**src/rtl/operand_fetch.sv**
```systemverilog
// Operand fetch: walks addresses 0..MEM_DEPTH-1 through two async-read memories and
// presents each captured pair on a valid/ready port. Optional stall counter: OPERAND_FETCH_STALL_CNT_EN.
module operand_fetch #(
  parameter int MEM_WIDTH = 32,
  parameter int MEM_DEPTH = 8,
  localparam int AW = $clog2(MEM_DEPTH)
) (
  input  logic                 clk_i,
  input  logic                 rst_ni,
  input  logic                 start_i,
  output logic [AW-1:0]        operand1_addr_o,
  output logic [AW-1:0]        operand2_addr_o,
  input  logic [MEM_WIDTH-1:0] operand1_i,
  input  logic [MEM_WIDTH-1:0] operand2_i,
  output logic                 pair_valid_o,
  input  logic                 pair_ready_i,
  output logic [MEM_WIDTH-1:0] operand1_o,
  output logic [MEM_WIDTH-1:0] operand2_o,
  output logic [AW-1:0]        pair_idx_o,
  output logic                 busy_o,
  output logic                 done_o,
  output logic [15:0]          stall_cnt_o
);

  typedef enum logic [1:0] {IDLE, FETCH, DRAIN, DONE} state_t;

  state_t               state;
  logic [AW-1:0]        cnt_p0;
  logic [MEM_WIDTH-1:0] op1_p1;
  logic [MEM_WIDTH-1:0] op2_p1;
  logic [AW-1:0]        idx_p1;
  logic                 vld_p1;
  logic                 busy_q;
  logic                 done_q;
  logic                 capture;
  logic                 xfer;
  logic                 last;

  assign capture = (state == FETCH) && (!vld_p1 || pair_ready_i);
  assign xfer    = vld_p1 && pair_ready_i;
  assign last    = (cnt_p0 == AW'(MEM_DEPTH - 1));

  // p0: address counter drives both memories directly
  assign operand1_addr_o = cnt_p0;
  assign operand2_addr_o = cnt_p0;

  always_ff @(posedge clk_i or negedge rst_ni) begin
    if (!rst_ni) begin
      state  <= IDLE;
      cnt_p0 <= '0;
      op1_p1 <= '0;
      op2_p1 <= '0;
      idx_p1 <= '0;
      vld_p1 <= 1'b0;
      busy_q <= 1'b0;
      done_q <= 1'b0;
    end else begin
      done_q <= 1'b0;
      case (state)
        IDLE: begin
          cnt_p0 <= '0;
          if (start_i) begin
            state  <= FETCH;
            busy_q <= 1'b1;
          end
        end
        FETCH: begin
          // p1: capture only when the output slot is empty or being drained this cycle
          if (capture) begin
            op1_p1 <= operand1_i;
            op2_p1 <= operand2_i;
            idx_p1 <= cnt_p0;
            vld_p1 <= 1'b1;
            cnt_p0 <= cnt_p0 + AW'(1);
            if (last) state <= DRAIN;
          end
        end
        DRAIN: begin
          if (xfer) begin
            vld_p1 <= 1'b0;
            state  <= DONE;
            done_q <= 1'b1;
          end
        end
        DONE: begin
          state  <= IDLE;
          busy_q <= 1'b0;
        end
        default: state <= IDLE;
      endcase
    end
  end

  assign operand1_o   = op1_p1;
  assign operand2_o   = op2_p1;
  assign pair_idx_o   = idx_p1;
  assign pair_valid_o = vld_p1;
  assign busy_o       = busy_q;
  assign done_o       = done_q;

`ifdef OPERAND_FETCH_STALL_CNT_EN
  logic [15:0] stall_q;

  function automatic logic [15:0] sat_inc(input logic [15:0] v);
    return (v == 16'hFFFF) ? v : v + 16'd1;
  endfunction

  // Cleared at pass start, then held after the pass so software can read it
  always_ff @(posedge clk_i or negedge rst_ni) begin
    if (!rst_ni) begin
      stall_q <= '0;
    end else if ((state == IDLE) && start_i) begin
      stall_q <= '0;
    end else if (vld_p1 && !pair_ready_i) begin
      stall_q <= sat_inc(stall_q);
    end
  end

  assign stall_cnt_o = stall_q;
`else
  assign stall_cnt_o = 16'd0;
`endif

endmodule

```
**config.mk**
```make
export PLATFORM = sky130hd
export DESIGN_NAME = operand_fetch
export DESIGN_NICKNAME = d
export VERILOG_FILES = /design/src/rtl/operand_fetch.sv
export SDC_FILE = /design/constraint.sdc
export NUM_CORES = 1
export LEC_CHECK = 0
export CAP_MARGIN = 20
export CORE_ASPECT_RATIO = 1.2
export CORE_MARGIN = 2
export CORE_UTILIZATION = 43
export DETAILED_ROUTE_END_ITERATION = 8
export GPL_TIMING_DRIVEN = 0
export PLACE_DENSITY = 0.93
export SYNTH_ARGS = -nofsm -noshare
export SYNTH_HDL_FRONTEND = slang
export SYNTH_SLANG_ARGS = --single-unit
export TNS_END_PERCENT = 20
```
**constraint.sdc**
```tcl
create_clock -name clk_i -period 3.9 [get_ports clk_i]
set_input_delay 0.78 -clock clk_i [delete_from_list [all_inputs] [get_ports clk_i]]
set_output_delay 0.78 -clock clk_i [all_outputs]
set_load 0.01 [all_outputs]
```
==> results.txt, run 1 <==
fin cells = 470
Initial Util = 43.7%
global-route total usage across every layer = 18.2%
DR vias = 2209
vias in the first global route = 2337
Unique masters post-synth = 25
post-synthesis xor/xnor area fraction = 0.279%
maximum root-to-sink buffer count = 2
CTS tree = yes
Sink Count = 75
adder-cell share of the synthesized area = 3.18%
DRC viols = 0
fillers = 498
Max Freq = 439 MHz
DRT iter0 DRCs = 36
Post-Syn Area = 3140 sq um
overall power = 3830 uW
kind of critical path = flop to primary output
slowest cell delay on critical path = 0.54 ns
register-to-register path setup slack = 2.02 ns
Crit path buffers/inverters = 2
core area = 7190 sq um
sequential share of the synthesized area = 59.7%
status = finished clean
HPWL after detailed placement = 5.70 mm
Hold Path Class = input pin to async pin
Worst Setup EP = operand2_addr_o[1]
family with the most delay on the worst path = buffers and inverters
Worst Setup End Kind = primary output
ANT cells = 0
Pleak = 0.00217 uW
Req. time, crit path = 3.12 ns
number of port buffers = 143
RSZ-0062 raised after global routing = no
Setup Skew = 0.00993 ns
layout cell share with drive strength beyond 1 = 21.8%
Synth-to-Final Area Change = 57.4%
DRT Pass-1 Iters = 3
type of origin of the critical path = flop
synth warn = 0
Die ar. = 8020 sq um
Rows = 34
FF-to-FF path depth = 7
grt met3 use = 5.20%
FF-to-FF End = operand2_o[10]$_DFFE_PN0P_
crit path launch = operand1_addr_o[1]$_DFFE_PN0P_
main combinational cell family by area after synthesis = multiplexers
Avg Cell Area, Syn = 15.3 sq um
# IOs = 160
Post-Synth Simple-Gate Area = 1.95%
WP data arrival = 1.50 ns
Resize count post-CTS = 0
first-pass GRT wire length = 11.0 mm
CP Cell Sequence = buf_4, clkdlybuf4s50_1
crit path max fanout = 6
reg2reg start = state[1]$_DFFE_PN0P_
root buffer cell = clkbuf_8
minimum clock period = 2.28 ns
dpl cells = 454
Final nets = 451
Die Span X = 82.1 microns
CP max stage cell = clkdlybuf4s50_1
period utilization = 58.4%
clk_lat worst skew = 0.33 ns
most used routing layer = met2
worst vdd ir = 0.360 mV
Via density = 4.70
Final TNS setup = 0 ns
initial antenna violation count = 0
compound-cell area share of the yosys netlist = 2.90%
post-synthesis register bit count = 75
Final ANT Viol Nets = 0
clock-pin slew on the worst setup and hold paths = 0.08 ns
Slew Viols, Final = 0
Hold Vio Cnt, Final = 0
mux cell area share after synthesis = 25.1%
Routed WL = 7.26 mm
Power Dens Cells = 775 nW/um^2
TritonCTS Buffers = 9
CTS H-tree depth = 3
# Post-CTS Setup Buffers = 0
Die H = 97.7 microns
Setup-failing EPs final = 0
met1 Use GR = 18.3%
CTS Hold Bufs = 0
WL/cell = 15.5 microns
cells after synthesis = 205
cell depth of the worst setup path = 2
Placer Congestion = 0.782
global route total overflow = 0
Max Cap Viol = 0
GR Util met2 = 32.9%
largest net degree at the start of global routing = 65
[metrics by stage]
stage / utilization [%] / setup slack (ns) / cell area (sq um) / hold WS (ns)
finish: 68.8 / 1.62 / 4950 / 0.286
CTS: 68.8 / 1.60 / 4950 / 0.274
global route: 68.8 / 1.57 / 4950 / 0.280
floorplan: - / 2.11 / 3200 / 0.484
detailed placement: 66.3 / 1.39 / 4770 / 0.480
global placement: 66.0 / -0.468 / 4740 / 0.473
[worst reg2reg max path, delay by kind of cell (launching register included)]
family	cells	cell delay, ns
adders and majority gates	1	0.19
buffers and inverters	4	0.68
DFF	1	0.38
muxes	1	0.36
and+or+nand+nor	1	0.14
[per-layer routing]
metal	share of wire, %	routed length, microns
met5	0	0
met4	2.9	210
met3	7.8	565
met2	55	3980
met1	34	2500
[kinds of logic after synthesis]
logic type               Yosys count
other                              1
AO/OA/AOI/OAI                     10
AND/OR/NAND/NOR                   11
flip-flops                        75
XOR/XNOR                           1
multiplexers                      70
adder cells (fa/ha/maj)            8
buffers and inverters             29
[registers in the layout (all words and copies together), names as in the netlist]
signal and cells:
busy_o 1, done_o 1, operand1_addr_o 3, operand1_o 32, operand2_o 32, pair_idx_o 3
pair_valid_o 1, state 2
[area by class of cell]
| type | instances | area (sq um) | share of cell area [%] |
|---|---|---|---|
| buffer | 27 | 206 | 4.17 |
| clock buffer | 12 | 155 | 3.13 |
| clock inverter | 4 | 25.0 | 0.506 |
| inverter | 2 | 7.51 | 0.152 |
| multi-input combinational | 116 | 1110 | 22.4 |
| sequential | 75 | 1880 | 37.9 |
| tap | 90 | 113 | 2.28 |
| timing repair buffer | 144 | 1460 | 29.4 |
[synthesized netlist by cell type]
| master | count | area share [%] |
|---|---|---|
| nor2_1 | 3 | 0.36 |
| inv_1 | 2 | 0.24 |
| mux2_1 | 33 | 12 |
| a21o_1 | 1 | 0.24 |
| nor2b_1 | 2 | 0.40 |
| and3_1 | 1 | 0.20 |
| mux2_2 | 37 | 13 |
| buf_4 | 21 | 5.0 |
| o21ai_0 | 2 | 0.32 |
| a211oi_1 | 1 | 0.24 |
| a21oi_1 | 1 | 0.16 |
| a2bb2oi_1 | 1 | 0.28 |
| a22o_1 | 2 | 0.56 |
| dfrtp_1 | 75 | 60 |
| nor3b_1 | 1 | 0.24 |
| a21boi_0 | 1 | 0.24 |
| buf_2 | 3 | 0.48 |
| a2111oi_4 | 1 | 0.88 |
| ha_1 | 8 | 3.2 |
| and2b_4 | 1 | 0.32 |
| nand2_1 | 2 | 0.24 |
| xnor2_1 | 1 | 0.28 |
| nand2b_1 | 1 | 0.20 |
| conb_1 | 1 | 0.12 |
| buf_6 | 3 | 1.1 |
[report_power, final]
group	leakage [uW]	switching, uW	internal [uW]
sequential	0.000886	219	1170
combinational	0.00120	716	1190
clock	0.0000884	273	264
total	0.00217	1210	2630
[how the worst min path moves through the flow]
stage / cells past startpoint / slack [ns] / end / start
finish: 1 / 0.29 / operand2_o[14]$_DFFE_PN0P_ / rst_ni
floorplan: 0 / 0.48 / busy_o$_DFFE_PN0P_ / rst_ni
CTS: 1 / 0.27 / operand2_o[14]$_DFFE_PN0P_ / rst_ni
global placement: 1 / 0.47 / operand2_o[28]$_DFFE_PN0P_ / operand2_o[28]$_DFFE_PN0P_
detailed placement: 1 / 0.48 / operand2_o[25]$_DFFE_PN0P_ / operand2_o[25]$_DFFE_PN0P_
global route: 1 / 0.28 / operand2_o[14]$_DFFE_PN0P_ / rst_ni
[placed cells by master, fill, tap and decap left out, types with 3 or more instances in the layout]
cell             instances
buf_2                    3
buf_4                   22
buf_6                    3
clkbuf_8                11
clkdlybuf4s50_1        142
conb_1                  16
dfrtp_1                 75
ha_1                     8
mux2_1                  33
mux2_2                  37
nor2_1                   3
No activity file was read; power rests on OpenSTA's default activity.
==> run 2: changes to the inputs <==
- CORE_UTILIZATION: 43 -> 40
- PLACE_DENSITY: 0.93 -> 0.87
- clock period: 3.9 -> 2.3 ns (I/O delays scaled with it)
==> results.txt, run 2 (synthesis gave the netlist of run 1 again) <==
clk_lat worst skew = 0.33 ns
Synth-to-Final Area Change = 58.7%
Routed WL = 6.86 mm
Worst Setup End Kind = primary output
kind of critical path = flop to primary output
number of port buffers = 143
Max Freq = 521 MHz
Setup-failing EPs final = 0
Via density = 4.65
root buffer cell = clkbuf_8
core area = 7660 sq um
DRT Pass-1 Iters = 4
commonest cells after routing, fill and taps aside = clkdlybuf4s50_1 (142), dfrtp_1 (75), mux2_2 (37)
maximum root-to-sink buffer count = 2
Initial Util = 41.0%
commonest non-fill, non-tap cell in the layout = clkdlybuf4s50_1
ANT cells = 0
Req. time, crit path = 1.84 ns
HPWL after detailed placement = 5.35 mm
worst vdd ir = 0.829 mV
Final ANT Viol Nets = 0
Slew Viols, Final = 0
DR vias = 2196
CTS tree = yes
initial antenna violation count = 0
global route total overflow = 0
largest net degree at the start of global routing = 59
minimum clock period = 1.92 ns
vias in the first global route = 2218
Die Span X = 84.9 microns
CTS H-tree depth = 3
Die H = 101 microns
Setup Skew = 0.0101 ns
Final nets = 452
type of origin of the critical path = flop
first-pass GRT wire length = 10.9 mm
# Post-CTS Setup Buffers = 0
Power Dens Cells = 1330 nW/um^2
DRC viols = 0
Pleak = 0.00219 uW
RSZ-0062 raised after global routing = no
Placer Congestion = 0.711
WL/cell = 14.5 microns
global-route total usage across every layer = 16.1%
TritonCTS Buffers = 9
# IOs = 160
status = finished clean
Hold Path Class = flop to flop
Rows = 35
clock-pin slew on the worst setup and hold paths = 0.07 ns
dpl cell area = 4770 sq um
DRT iter0 DRCs = 44
layout cell share with drive strength beyond 1 = 21.6%
Hold Vio Cnt, Final = 0
Max Cap Viol = 0
Sink Count = 75
Core Util, Final = 65.1%
pre-CTS setup slack = 0.124 ns
period utilization = 83.5%
WP data arrival = 1.46 ns
post-route cell area = 4990 sq um
Die ar. = 8590 sq um
crit path max fanout = 6
min setup slack post-route = 0.379 ns
==> run 2: critical path: stages, from the launching register on <==
cell	delay, ns
dfrtp_1	0.45
buf_4	0.14
clkdlybuf4s50_1	0.55
==> run 2: layer usage <==
metal	global-route usage, %	share of wire [%]	vias up	routed length (microns)
met4	4.88	1.5	0	103
met5	0	0	-	0
met1	19.5	40	1061	2750
met2	26.7	50	107	3420
met3	6.06	8.6	12	590
li1	-	-	1016	-
==> run 2: area by class of cell <==
cell class / instances / area (sq um)
Clock inverter: 5 / 78.8
Fill cell: 600 / 2680
Clock buffer: 10 / 128
Buffer: 27 / 206
Timing Repair Buffer: 145 / 1470
Multi-Input combinational cell: 116 / 1110
Inverter: 2 / 7.51
Tap cell: 92 / 115
Sequential cell: 75 / 1880
==> run 2: timing repair <==
action	4_1_cts	5_1_grt
hold endpoints to repair	17	0
hold buffers	1	0
gates resized for setup	0	0
==> run 2: worst paths after layout <==
path,from,end,slack (ns),depth (start not counted)
setup / recovery,operand1_addr_o[2]$_DFFE_PN0P_,operand2_addr_o[2],0.38,2
hold reg to reg,operand2_o[14]$_DFFE_PN0P_,operand2_o[14]$_DFFE_PN0P_,0.49,1
setup reg to reg,state[1]$_DFFE_PN0P_,operand2_o[26]$_DFFE_PN0P_,0.44,7
hold / removal,operand2_o[14]$_DFFE_PN0P_,operand2_o[14]$_DFFE_PN0P_,0.49,1
max in group asynchronous,rst_ni,operand2_o[31]$_DFFE_PN0P_,1.16,3
min in group asynchronous,rst_ni,operand2_o[28]$_DFFE_PN0P_,0.55,2
==> run 2: stage by stage <==
stage          TNS (ns)  cells  hold slack (ns)  total power, uW
2_1_floorplan         0    220            0.164             3870
3_3_place_gp    -133.92    455            0.473             5500
3_5_place_dp          0    456            0.355             5630
4_1_cts               0    472            0.496             6710
5_1_grt               0    472            0.502             7040
6_report              0    472            0.489             6610
==> run 2: power breakdown <==
group | total (uW) | internal, uW | switching [uW]
clock network | 1060 | 604 | 460
logic | 3200 | 2010 | 1190
registers | 2340 | 1990 | 353
==> run 3: changes to the inputs <==
- CORE_UTILIZATION: 40 -> 36
- PLACE_DENSITY: 0.87 -> 0.83
- clock period: 2.3 -> 1.7 ns (I/O delays scaled with it)
==> results.txt, run 3 (synthesis gave the netlist of run 1 again) <==
status = finished clean
Die Span X = 89.3 microns
RSZ-0062 raised after global routing = yes
Final ANT Viol Nets = 0
CP max stage cell = dfrtp_1
switch share = 30.6%
cell depth of the worst setup path = 7
global-route total usage across every layer = 15.0%
FF-to-FF path depth = 7
min setup slack post-route = 0.0419 ns
pre-CTS setup slack = -0.345 ns
overall power = 9360 uW
commonest non-fill, non-tap cell in the layout = clkdlybuf4s50_1
vias in the first global route = 2354
family with the most delay on the worst path = buffers and inverters
period utilization = 97.5%
DR vias = 2267
crit path launch = state[1]$_DFFE_PN0P_
minimum clock period = 1.66 ns
ANT cells = 0
CP Cell Sequence = inv_2, ha_1, buf_6, nand2_4, buf_12, buf_8, mux2_1
dpl cell area = 4800 sq um
type of origin of the critical path = flop
clock-pin slew on the worst setup and hold paths = 0.08 ns
Max Freq = 603 MHz
WL/cell = 14.1 microns
crit path max fanout = 8
register-to-register path setup slack = 0.04 ns
Comb pwr share = 51.8%
Die ar. = 9500 sq um
Rows = 37
Setup Skew = 0.0108 ns
Die H = 106 microns
Clk pwr share = 14.3%
DRT iter0 DRCs = 13
reg2reg start = state[1]$_DFFE_PN0P_
Pleak = 0.00230 uW
root buffer cell = clkbuf_8
Slew Viols, Final = 0
slowest cell delay on critical path = 0.41 ns
Initial Util = 36.9%
initial antenna violation count = 0
global route total overflow = 0
Sink Count = 75
Req. time, crit path = 1.91 ns
# IOs = 160
Max Cap Viol = 0
maximum root-to-sink buffer count = 2
first-pass GRT wire length = 11.0 mm
fillers = 690
Crit path buffers/inverters = 4
Via density = 4.43
Placer Congestion = 0.740
WP data arrival = 1.87 ns
DRT Pass-1 Iters = 3
Internal = 6490 uW
TritonCTS Buffers = 9
DRC viols = 0
register share of total power = 34.0%
Hold Path Class = input pin to async pin
Synth-to-Final Area Change = 67.4%
Power Dens Cells = 1780 nW/um^2
clk_lat worst skew = 0.34 ns
kind of critical path = flop to flop
core area = 8520 sq um
Final nets = 466
worst vdd ir = 0.995 mV
FF-to-FF End = operand2_o[12]$_DFFE_PN0P_
Hold Vio Cnt, Final = 0
Worst Setup End Kind = flop
largest net degree at the start of global routing = 46
Routed WL = 7.20 mm
Sw Pwr = 2870 uW
post-route cell area = 5260 sq um
Setup-failing EPs final = 0
layout cell share with drive strength beyond 1 = 28.1%
CTS H-tree depth = 3
register area = 1880 sq um
commonest cells after routing, fill and taps aside = clkdlybuf4s50_1 (138), dfrtp_1 (72), mux2_2 (37)
CTS tree = yes
multi-input logic area = 1180 sq um
number of port buffers = 143
HPWL after detailed placement = 5.40 mm
[run 3: what timing repair did]
item	in CTS	in global routing
setup buffers	8	4
endpoints found under the hold margin	30	0
hold buffers	1	0
gates resized for setup	17	20
cloned	0	2
endpoints found under the setup margin	75	41
pin swaps	1	2
[run 3: worst max-delay path by stage]
| stage | endpoint | slack, ns |
|---|---|---|
| after floorplan | state[1]$_DFFE_PN0P_ | 0.03 |
| after CTS | state[1]$_DFFE_PN0P_ | -0.009 |
| after global placement | operand1_o[15]$_DFFE_PN0P_ | -2.30 |
| after detailed placement | operand2_o[8]$_DFFE_PN0P_ | -0.35 |
| final | operand2_o[12]$_DFFE_PN0P_ | 0.04 |
| after global routing | operand2_o[12]$_DFFE_PN0P_ | -0.03 |
[run 3: final cells by class]
cell class | instances | share of cell area (%)
sequential | 75 | 35.7
timing repair buffer | 159 | 30.5
multi-input combinational | 116 | 22.4
buffer | 27 | 4.64
tap | 117 | 2.78
clock buffer | 12 | 2.76
clock inverter | 4 | 0.951
inverter | 2 | 0.190
[run 3: routing by layer]
layer | share of wire [%] | GRT usage [%] | wire length (microns)
met2 | 51 | 25.3 | 3640
met3 | 9.6 | 5.20 | 691
met5 | 0 | 0 | 0
met4 | 2.1 | 7.14 | 150
met1 | 38 | 16.6 | 2720
[run 3: per-stage QoR]
step,instances,setup TNS (ns),hold WS [ns],util [%]
2_1_floorplan,220,0,0.0444,-
3_3_place_gp,480,-187.15,0.473,56.1
3_5_place_dp,481,-18.20,0.312,56.4
4_1_cts,506,-0.00856,0.489,59.9
5_1_grt,512,-0.0611,0.508,61.8
6_report,512,0,0.490,61.8
[run 3: power by group through the flow]
stage          Clock (uW)  Combinational (uW)  Sequential (uW)
2_1_floorplan           0                1650             3590
3_3_place_gp            0                4300             3160
3_5_place_dp            0                4400             3230
4_1_cts              1400                4610             3180
5_1_grt              1480                5210             3300
6_report             1330                4840             3180
